[config.mk]
export PLATFORM = sky130hd
export DESIGN_NAME = mem_sram_ctrl
export DESIGN_NICKNAME = d
export VERILOG_FILES = /design/src/rtl/mem_sram_pkg.sv /design/src/rtl/mem_sram_ctrl.sv
export SDC_FILE = /design/constraint.sdc
export NUM_CORES = 1
export LEC_CHECK = 0
export BUFFER_PORTS_ARGS = -buffer_cell sky130_fd_sc_hd__clkbuf_2
export CORE_MARGIN = 1.5
export CORE_UTILIZATION = 49
export DETAILED_ROUTE_END_ITERATION = 12
export PLACE_DENSITY_LB_ADDON = 0.25
export REMOVE_ABC_BUFFERS = 1
export SYNTH_ARGS = -nofsm -noshare
export SYNTH_HDL_FRONTEND = slang
export SYNTH_SLANG_ARGS = --single-unit
[constraint.sdc]
create_clock -name clk -period 2.3 [get_ports clk]
set_input_delay 0.23 -clock clk [delete_from_list [all_inputs] [get_ports clk]]
set_output_delay 0.23 -clock clk [all_outputs]
set_load 0.005 [all_outputs]
[src/rtl/mem_sram_pkg.sv]
// Shared types and constants for the MEM-stage SRAM controller.
package mem_sram_pkg;

    typedef enum logic [1:0] {
        ST_IDLE,
        ST_LOW,
        ST_HIGH,
        ST_DONE
    } state_t;

    localparam int unsigned SRAM_ADDR_W       = 18;
    localparam int unsigned SRAM_DATA_W       = 16;
    localparam logic [31:0] DEFAULT_BASE_ADDR = 32'd1024;

endpackage : mem_sram_pkg

[src/rtl/mem_sram_ctrl.sv]
// MEM-stage SRAM controller: each 32-bit load/store becomes two 16-bit SRAM
// half-accesses while superStall freezes the pipeline.
module mem_sram_ctrl
    import mem_sram_pkg::*;
#(
    parameter int unsigned WAIT_CYCLES = 2,
    parameter logic [31:0] BASE_ADDR   = DEFAULT_BASE_ADDR
) (
    input  logic                   clk,
    input  logic                   rst,
    input  logic                   MEM_R_En,
    input  logic                   MEM_W_En,
    input  logic [31:0]            address,
    input  logic [31:0]            writeData,
    output logic [31:0]            readData,
    output logic                   superStall,
    output logic [SRAM_ADDR_W-1:0] sram_addr,
    input  logic [SRAM_DATA_W-1:0] sram_dq_i,
    output logic [SRAM_DATA_W-1:0] sram_dq_o,
    output logic                   sram_dq_oe,
    output logic                   sram_we_n,
    output logic                   sram_oe_n,
    output logic                   sram_ce_n,
    output logic                   sram_ub_n,
    output logic                   sram_lb_n
);

    localparam logic [3:0] LAST_CNT = 4'(WAIT_CYCLES - 1);

    state_t                   r_state;
    state_t                   w_next;
    logic [3:0]               r_cnt;
    logic                     r_is_wr;
    logic [SRAM_ADDR_W-2:0]   r_word_idx;
    logic [31:0]              r_wdata;
    logic [31:0]              r_rdata;

    logic                     w_req;
    logic                     w_start;
    logic                     w_phase_end;
    logic                     w_active;
    logic                     w_high;
    logic [SRAM_ADDR_W-2:0]   w_word_idx;

    assign w_req       = MEM_R_En | MEM_W_En;
    assign w_start     = (r_state == ST_IDLE) && w_req;
    assign w_phase_end = (r_cnt == LAST_CNT);
    assign w_high      = (r_state == ST_HIGH);
    assign w_active    = (r_state == ST_LOW) || w_high;
    assign w_word_idx  = (SRAM_ADDR_W-1)'((address - BASE_ADDR) >> 2);

    // NOTE: every output of a combinational block gets a default first so no latch is inferred.
    always_comb begin
        w_next = r_state;
        case (r_state)
            ST_IDLE: if (w_req)       w_next = ST_LOW;
            ST_LOW:  if (w_phase_end) w_next = ST_HIGH;
            ST_HIGH: if (w_phase_end) w_next = ST_DONE;
            ST_DONE:                  w_next = ST_IDLE;
            default:                  w_next = ST_IDLE;
        endcase
    end

    // NOTE: sequential state uses non-blocking assignments so all registers update from pre-edge values.
    always_ff @(posedge clk or negedge rst) begin
        if (!rst) begin
            r_state <= ST_IDLE;
            r_cnt   <= '0;
        end else begin
            r_state <= w_next;
            if (w_next != r_state) r_cnt <= '0;
            else if (w_active)     r_cnt <= r_cnt + 4'd1;
        end
    end

    always_ff @(posedge clk or negedge rst) begin
        if (!rst) begin
            r_is_wr    <= 1'b0;
            r_word_idx <= '0;
            r_wdata    <= '0;
        end else if (w_start) begin
            r_is_wr    <= MEM_W_En;
            r_word_idx <= w_word_idx;
            r_wdata    <= writeData;
        end
    end

    // Each half lands on the final cycle of its phase, when the SRAM data has settled.
    always_ff @(posedge clk or negedge rst) begin
        if (!rst) begin
            r_rdata <= '0;
        end else if (w_active && !r_is_wr && w_phase_end) begin
            if (w_high) r_rdata[31:16] <= sram_dq_i;
            else        r_rdata[15:0]  <= sram_dq_i;
        end
    end

    assign readData   = r_rdata;
    assign superStall = rst & (w_start | w_active);

    assign sram_addr  = w_active ? {r_word_idx, w_high} : '0;
    assign sram_ce_n  = ~w_active;
    assign sram_oe_n  = ~(w_active & ~r_is_wr);
    assign sram_we_n  = ~(w_active &  r_is_wr);
    assign sram_dq_oe =   w_active &  r_is_wr;
    assign sram_dq_o  = sram_dq_oe ? (w_high ? r_wdata[31:16] : r_wdata[15:0]) : '0;
    assign sram_ub_n  = 1'b0;
    assign sram_lb_n  = 1'b0;

endmodule : mem_sram_ctrl

Yosys cells after proc, flatten, opt, wreduce, memory -nomap -nowiden --
Index checks and enable logic that the tools add are counted.
Word-level totals: flip-flop bits (word level) 88, input port bits 84, word-level logic and storage cells 42
Operators by class: $add $sub $neg 2, equality and inequality tests 5, mux-type cells 9, bitwise logic cells 10, reductions and logical operators 9
Operators with widths (number):
- 16-bit 2-to-1 mux | 2
- 19-bit by 11-bit subtractor with 19-bit output, second input constant | 1
- 18-bit 2-to-1 mux | 1
- 4-bit 2-to-1 mux | 2
- 2-bit one-hot mux with 4 select lines | 1
- 2-bit 2-to-1 mux | 3
- 1-bit inverter | 5
- 4-bit by 1-bit adder with 4-bit output, second input constant | 1
- 2-bit == test, second input constant | 2
- 4-bit by 1-bit == test with 1-bit output, second input constant | 1
- 2-bit AND reduction | 2
- 1-bit AND | 3
- 1-bit logical AND | 3
- 2-bit by 1-bit == test with 1-bit output, second input constant | 1
- 2-bit zero test | 1
- 2-bit inequality test | 1
- 1-bit bitwise OR | 2
- 2-bit nonzero test | 1
- 1-bit zero test | 1
- 1-bit logical OR | 1

Logic depth before layout (Yosys ltp) --
Gate-level depths: netlist of the first run.
word-level depth 5, mapped depth 7

Worst setup path before layout of the first run --
No wires, ideal clock.
path kind reg2reg, start register r_state[1], end register r_rdata[10], in the netlist readData[10], setup time 0.125 ns, data arrival time 1.836 ns, data required time 2.175 ns, path slack 0.339 ns, stages on the path, launching flop included 7, path through dfrtp_1 > inv_1 > ha_1 > nand2b_1 > nor3b_4 > buf_8 > mux2_2
On the way: word-level cells in the longest chain between the ends 5
Ends and longest elaborated chain:
- start, declared | line mem_sram_ctrl.sv:30 | state_t r_state;
- start signal, assigned | line mem_sram_ctrl.sv:70 | r_state <= w_next;
- 2-bit by 1-bit == test with 1-bit output / 2-bit == test (equally long branches) | line mem_sram_ctrl.sv:49, mem_sram_ctrl.sv:48
- 1-bit logical OR | line mem_sram_ctrl.sv:49 | assign w_active = (r_state == ST_LOW) || w_high;
- 1-bit logical AND (2 in series) | line mem_sram_ctrl.sv:92 | end else if (w_active && !r_is_wr && w_phase_end) begin
- 2-bit AND reduction (no source line) *
- end signal, assigned | line mem_sram_ctrl.sv:94 | else r_rdata[15:0] <= sram_dq_i;
- end, declared | line mem_sram_ctrl.sv:36 | logic [31:0] r_rdata;
Mark *: on every way between the ends. The rest lies on a longest branch, timed or not. A chain may end at the register's enable or synchronous reset.

Final worst setup path of the first run --
start register r_state[0], end output port sram_dq_o[11]
On the way: word-level cells in the longest chain between the ends 4
Ends and longest elaborated chain:
- 2-bit by 1-bit == test with 1-bit output / 2-bit == test (equally long branches) | line mem_sram_ctrl.sv:49, mem_sram_ctrl.sv:48
- 1-bit logical OR | line mem_sram_ctrl.sv:49
- 1-bit AND | line mem_sram_ctrl.sv:105 | assign sram_dq_oe = w_active & r_is_wr;
- 16-bit 2-to-1 mux * | line mem_sram_ctrl.sv:106 | assign sram_dq_o = sram_dq_oe ? (w_high ? r_wdata[31:16] : r_wdata[15:0]) : '0;
- end, declared | line mem_sram_ctrl.sv:19 | output logic [SRAM_DATA_W-1:0] sram_dq_o,
Marked as above.

==> results of run 1 <==
cells by family after synthesis:
group / after synthesis / synth area share
AOI/OAI and AO/OA: 21 / 0.0321
DFF: 88 / 0.548
buffers and inverters: 23 / 0.0296
muxes: 89 / 0.244
xor gates and xnor gates: 9 / 0.0196
adders and majority gates: 8 / 0.0249
other: 1 / 0.000933
and+or+nand+nor: 71 / 0.101
worst max-delay path, delay by kind of cell, from the launching register on:
kind | cells | cell delay (ns)
fa+ha+maj | 1 | 0.31
buf+inv | 3 | 0.58
flops | 1 | 0.41
mux | 1 | 0.23
simple gates | 1 | 0.07
timing repair:
action,in CTS,in global routing
endpoints found under the hold margin,27,0
hold buffers,1,0
gates resized for setup,0,3
endpoints found under the setup margin,0,11
where the power goes:
| part | internal [mW] | switching, mW |
|---|---|---|
| Clock | 0.546 | 0.555 |
| Sequential | 2.31 | 0.385 |
| Combinational | 1.54 | 1.25 |
| Total | 4.41 | 2.19 |
registers in the layout, indices dropped and copies added (netlist names):
signal and count:
r_cnt 4, r_is_wr 1, r_state 2, r_wdata 32, r_word_idx 17, readData 32
cells in the final DEF, fill, tap and decap left out, types with 2 or more instances in the layout:
cell,instances
xnor2_1,5
mux2i_1,17
clkbuf_2,138
xor2_1,4
inv_1,8
nand2_1,14
nor3b_1,2
ha_1,7
nor2b_1,3
nor2_1,23
conb_1,2
nor3b_4,2
o21ai_0,11
clkbuf_8,10
clkinv_4,2
dfrtp_1,87
buf_4,8
mux2_2,72
and2_1,17
metrics by stage:
stage | instance area (um2) | hold slack (ns) | total power, mW
6_report | 5070 | 0.0998 | 6.59
5_1_grt | 5070 | 0.0852 | 7.13
4_1_cts | 5060 | 0.0824 | 6.68
2_1_floorplan | 3930 | -0.0656 | 4.37
3_5_place_dp | 4840 | 0.170 | 5.56
3_3_place_gp | 4840 | 0.173 | 5.43
routing by layer:
layer,global-route usage,share of wire
met3,0.0569,0.082
met1,0.251,0.46
met4,0.0721,0.014
met5,0,0
met2,0.303,0.45
worst min-delay path by stage:
stage | startpoint | end | cells past startpoint
after floorplan | rst | r_cnt[0] | 0
after global placement | rst | readData[23] | 1
after detailed placement | rst | readData[17] | 1
after CTS | writeData[2] | r_wdata[2] | 2
after global routing | writeData[2] | r_wdata[2] | 2
final | address[5] | r_word_idx[3] | 2
layout make-up:
cell class / instances / share of cell area
timing repair buffer: 149 / 0.156
tap: 102 / 0.0252
clock inverter: 6 / 0.0148
multi-input combinational: 200 / 0.336
clock buffer: 10 / 0.0271
sequential: 88 / 0.434
inverter: 8 / 0.00592
==> impl_metrics.ini, run 1 <==
[run_status]
status = finished, final reports clean

[floorplanning]
core.rowCount = 32
die_h_um = 93.6
ios = 157
start_util = 0.512
fp.dieArea_mm2 = 0.00875
core_area_mm2 = 0.00785
dieWidth_um = 93.6

[synthesis]
synth_ff_type = dfrtp_1
yosys-top-cells-area = dfrtp_1 55%, mux2_2 20%, mux2i_1 4.2%, and2_1 2.6%, ha_1 2.5%
synth_commonest_cells = 88 x dfrtp_1, 72 x mux2_2, 23 x nor2_1
synthCells = 310
synth.most_common_cell = dfrtp_1
synth_top_cell_area_share = 0.548
yosysSeqAreaShare = 0.548
ys_ff_latch = 88
yosysTopAreaCell = dfrtp_1
yosysUniqueCellTypes = 38
syn_avg_cell_area_um2 = 13.0
async_flop_share = 1.00
ys_warn_count = 0
synth_area_mm2 = 0.00402
synth-edff-count = 0

[setup_path]
crit_chain = inv_1 > ha_2 > buf_4 > mux2i_1 > nor2_1 > clkbuf_2
crit_path_top_delay_cell = dfrtp_1
crit_path_start_kind = flip-flop
r2r_slack_ns = 0.28
cp.arrival_ns = 1.94
rr_startpoint = r_cnt[1]
critPathCaptureType = output pin
cp.required_ns = 2.07
reg2reg_to = readData[26]
crit_end = sram_dq_o[11]
criticalPathCategory = flip-flop to output pin
max_stage_delay_ns = 0.41
cp-startpoint = r_state[0]
crit_fanout = 13
reg2reg_depth = 5

[timing]
slew_headroom = 0.617
rsz0062_at_grt = false
max_freq_ghz = 0.461
tightest_slew_ns = 0.573
clock_skew_ns = 0.0101
setup-violations-final = 0
fin_setup_tns_ns = 0
slew_viol_final = 0
fin_crit_sh = 0.944
post-route-min-period_ns = 2.17
setup_slack_ns = 0.129
hold_viol_final = 0

[power]
p_leak_nw = 2.46
ir_drop_mv = 0.581
pwr_density_cell_mw_per_mm2 = 1300

[cells_and_area]
n_antenna_cell = 0
drive_above_1_share = 0.531
post-route-util = 0.646
layoutNonFillerInstCount = 563
regArea_mm2 = 0.00220
fill_cells = 649
area_delta_synth_final_pct = 26.2
multi_input_area_mm2 = 0.00171
fin_nets = 548

[clock_network]
clkSlewWorstSetupHoldPaths_ns = 0.09
numClockSinks = 88
postCtsSetupBuffers = 0
cts_tree = yes
htreeDepth = 3
clk-insertion-delay-late_ns = 0.35
clock_path_buffers = 2
numCtsBuffers = 9
clockRootBuffer = clkbuf_8

[drt]
drt_iter0_drc = 92
routedWlPerCell_um = 14.0
dr.pass1.iters = 4
drt_wl_total_um = 7910
vias = 2763
antenna_left = 0
drc_errors = 0
vias_per_cell = 4.91

[job]
maxCapViolCount = 0

[global_route]
grt-ovfl-total = 0
grt_max_degree = 47
grt_antenna_before_repair = 0
grtUsageTotal = 0.192
grt_pass1_vias = 2786
grt_pass1_wl_um = 13000

[hold_path]
hold_path.class = primary input to flip-flop

[place]
placed_cells = 546
gp_congestion = 0.798
dp_hpwl_um = 5810
placement.io_buffers = 139
dp_slack_ns = 0.239
Note: power is estimated with default switching activity, not from simulation.
==> run 2, diff against run 1 <==
Settings changed: PLACE_DENSITY set to 0.87, PLACE_DENSITY_LB_ADDON 0.25 to unset.
==> run 2 against run 1 <==
Against the previous run:
- die area stayed put
- clock skew is 0.0014 ns higher
- maximum frequency is 1.3% higher
- critical endpoint is now sram_dq_o[12]
==> impl_metrics.ini, run 2 (synthesis results as in run 1) <==
[run_status]
status = finished, final reports clean

[drt]
vias = 2835
dr.pass1.iters = 4
drc_errors = 0
antenna_left = 0
drt_wl_total_um = 8060
drt_iter0_drc = 69
routedWlPerCell_um = 14.3
vias_per_cell = 5.02

[clock_network]
cts_tree = yes
clock_path_buffers = 2
clk-insertion-delay-late_ns = 0.36
htreeDepth = 3
clockRootBuffer = clkbuf_8
numClockSinks = 88
clkSlewWorstSetupHoldPaths_ns = 0.10
numCtsBuffers = 9

[floorplanning]
start_util = 0.512
core.rowCount = 32
ios = 157
fp.dieArea_mm2 = 0.00875
dieWidth_um = 93.6
core_area_mm2 = 0.00785
die_h_um = 93.6

[timing]
rsz0062_at_grt = false
setup-violations-final = 0
clock_skew_ns = 0.0114
fin_crit_sh = 0.932
max_freq_ghz = 0.467
slew_viol_final = 0
hold_viol_final = 0
post-route-min-period_ns = 2.14
worst_hold_slack_ns = 0.0976

[power]
p_total_mw = 6.58
pwr_density_cell_mw_per_mm2 = 1290
ir_drop_mv = 0.593
p_leak_nw = 2.47

[cells_and_area]
n_antenna_cell = 0
final_common_cell = clkbuf_2
fin_nets = 550
area_delta_synth_final_pct = 26.7
final_cell_mix = 138 x clkbuf_2, 88 x dfrtp_1, 72 x mux2_2
layoutNonFillerInstCount = 565
drive_above_1_share = 0.536

[place]
placement.io_buffers = 139
placed_cells = 546
dp_hpwl_um = 5880
gp_congestion = 0.764

[setup_path]
critPathCaptureType = output pin
cp.required_ns = 2.07
cp.arrival_ns = 1.91
crit_path_start_kind = flip-flop
crit_fanout = 23
criticalPathCategory = flip-flop to output pin

[global_route]
grt-ovfl-total = 0
grtUsageTotal = 0.187
grt_pass1_wl_um = 12800
grt_pass1_vias = 2856
grt_max_degree = 89
grt_antenna_before_repair = 0

[hold_path]
hold_path.class = primary input to flip-flop

[job]
maxCapViolCount = 0
[run 2: worst paths after layout]
check / startpoint / endpoint / slack, ns / depth (start not counted)
max in group asynchronous: rst / r_cnt[3] / 1.48 / 3
worst min-delay path: writeData[29] / r_wdata[29] / 0.1 / 2
worst min register to register: r_word_idx[16] / r_word_idx[16] / 0.48 / 2
worst max-delay path: r_state[0] / sram_dq_o[12] / 0.16 / 7
worst max register to register: r_state[0] / readData[1] / 0.42 / 6
min in group asynchronous: rst / readData[10] / 0.44 / 3
[run 2: metrics by stage]
stage | utilization | instance area [um2] | TNS, ns | setup slack, ns
6_report | 0.649 | 5090 | 0 | 0.157
5_1_grt | 0.649 | 5090 | 0 | 0.0269
4_1_cts | 0.645 | 5060 | 0 | 0.00757
3_5_place_dp | 0.617 | 4840 | 0 | 0.363
3_3_place_gp | 0.617 | 4840 | 0 | 0.392
2_1_floorplan | - | 3930 | -3.51 | -0.0708
[run 2: worst max-delay path: stages, from the launching register on]
cell,delay [ns]
dfrtp_1,0.42
inv_2,0.11
ha_4,0.30
buf_12,0.14
nand2_1,0.10
buf_4,0.21
nor2_1,0.15
clkbuf_2,0.13
[run 2: routing by layer]
| metal | part of all wire | wire [um] | global-route usage |
|---|---|---|---|
| met4 | 0.010 | 83 | 0.0709 |
| met2 | 0.50 | 4060 | 0.330 |
| met3 | 0.070 | 564 | 0.0512 |
| met5 | 0 | 0 | 0 |
| met1 | 0.42 | 3350 | 0.214 |
[run 2: power by group]
part	switching, mW	leakage [nW]	internal (mW)
combinational	1.26	1.32	1.58
sequential	0.385	1.05	2.31
clock	0.610	0.101	0.426
total	2.26	2.47	4.32
[run 2: timing repair]
action,CTS,global route
setup endpoints to repair,15,15
endpoints found under the hold margin,88,0
gates resized for setup,2,4
hold buffers,1,0
buffers inserted,1,1
[run 2: area by class of cell]
| class | count | area, um2 |
|---|---|---|
| clock buffers | 9 | 124 |
| repair buffers | 151 | 816 |
| flip-flops and latches | 88 | 2200 |
| multi-input cells | 200 | 1720 |
| fillers | 614 | 2760 |
| clock inverters | 7 | 73.8 |
| inverters | 8 | 30.0 |
| well taps | 102 | 128 |
==> run 3, diff against run 2 <==
Settings changed: BUFFER_PORTS_ARGS -buffer_cell sky130_fd_sc_hd__clkbuf_2 to -buffer_cell sky130_fd_sc_hd__buf_2.
==> run 3 against run 2 <==
Against the previous run:
- clock-buffer cell count is the same
- flip-flop and latch count is the same
- sequential power is essentially flat
- register-to-register slack is essentially flat
- design area grew 0.15%
- via count shrank 0.28%
- critical path depth is the same
==> impl_metrics.ini, run 3 (synthesis results as in run 1) <==
[run_status]
status = finished, final reports clean

[global_route]
grtUsageTotal = 0.194
grt_antenna_before_repair = 0
grt_pass1_wl_um = 13200
grt_max_degree = 89
grt-ovfl-total = 0
grt_pass1_vias = 2910

[power]
p_total_mw = 6.57
ir_drop_mv = 0.527
p_leak_nw = 2.46
pwr_density_cell_mw_per_mm2 = 1290

[timing]
post-route-min-period_ns = 2.11
worst_hold_slack_ns = 0.0989
setup-violations-final = 0
slew_viol_final = 0
rsz0062_at_grt = false
clock_skew_ns = 0.0120
fin_crit_sh = 0.918
setup_slack_ns = 0.189
hold_viol_final = 0
fin_setup_tns_ns = 0
max_freq_ghz = 0.474

[cells_and_area]
final_cell_area_mm2 = 0.00510
layoutNonFillerInstCount = 564
fin_nets = 549
n_antenna_cell = 0
post-route-util = 0.650
final_common_cell = buf_2
drive_above_1_share = 0.537
area_delta_synth_final_pct = 26.9
final_cell_mix = 138 x buf_2, 87 x dfrtp_1, 72 x mux2_2

[floorplanning]
core_area_mm2 = 0.00785
start_util = 0.512
fp.dieArea_mm2 = 0.00875
dieWidth_um = 93.6
core.rowCount = 32
ios = 157
die_h_um = 93.6

[drt]
drc_errors = 0
routedWlPerCell_um = 14.6
vias_per_cell = 5.01
dr.pass1.iters = 4
antenna_left = 0
drt_iter0_drc = 95
drt_wl_total_um = 8250
vias = 2827

[clock_network]
clk-insertion-delay-late_ns = 0.35
cts_tree = yes
numClockSinks = 88
clockRootBuffer = clkbuf_8
clkSlewWorstSetupHoldPaths_ns = 0.10
clock_path_buffers = 2
htreeDepth = 3
numCtsBuffers = 9

[setup_path]
critPathCaptureType = output pin
criticalPathCategory = flip-flop to output pin
crit_fanout = 23
crit_path_start_kind = flip-flop
cp.required_ns = 2.07
cp.arrival_ns = 1.88

[job]
maxCapViolCount = 0

[place]
dp_slack_ns = 0.361
placement.io_buffers = 139
placed_cells = 546
gp_congestion = 0.764
place_area_mm2 = 0.00485
dp_hpwl_um = 5960

[hold_path]
hold_path.class = primary input to flip-flop
==> run 3: area by class of cell <==
| class | count | area [um2] |
|---|---|---|
| Clock inverter | 7 | 70.1 |
| Tap cell | 102 | 128 |
| Inverter | 8 | 30.0 |
| Multi-Input combinational cell | 200 | 1730 |
| Sequential cell | 88 | 2200 |
| Fill cell | 625 | 2750 |
| Clock buffer | 9 | 124 |
| Timing Repair Buffer | 150 | 816 |
==> run 3: path summary, 6_finish.rpt <==
kind | end | start | depth (start not counted) | slack [ns]
worst max-delay path | sram_dq_o[14] | r_state[0] | 7 | 0.19
worst min-delay path | r_wdata[15] | writeData[15] | 2 | 0.1
worst max register to register | readData[3] | r_cnt[1] | 6 | 0.41
worst min register to register | r_word_idx[14] | r_word_idx[14] | 2 | 0.48
max in group asynchronous | r_cnt[3] | rst | 3 | 1.46
min in group asynchronous | r_word_idx[5] | rst | 3 | 0.44
==> run 3: power by group <==
part	switching [mW]	internal [mW]	total, mW	leakage [nW]
clock network	0.609	0.426	1.04	0.0973
registers	0.376	2.31	2.69	1.05
logic	1.26	1.58	2.85	1.32
==> run 3: timing repair <==
action / CTS / global route
hold endpoints to repair: 88 / 0
gates resized for setup: 2 / 5
setup endpoints to repair: 6 / 16
hold buffers: 1 / 0
setup buffers: 0 / 1
==> run 3: worst max-delay path: stages (launching register included) <==
cell and delay, ns:
dfrtp_1 0.40, inv_2 0.12, ha_4 0.29, buf_8 0.16
nand2_1 0.06, buf_4 0.21, nor2_1 0.15, buf_2 0.13
==> run 3: metal layers <==
| metal | part of all wire | track usage |
|---|---|---|
| met1 | 0.42 | 0.231 |
| met2 | 0.50 | 0.330 |
| met3 | 0.069 | 0.0577 |
| met4 | 0.013 | 0.0759 |
| met5 | 0 | 0 |
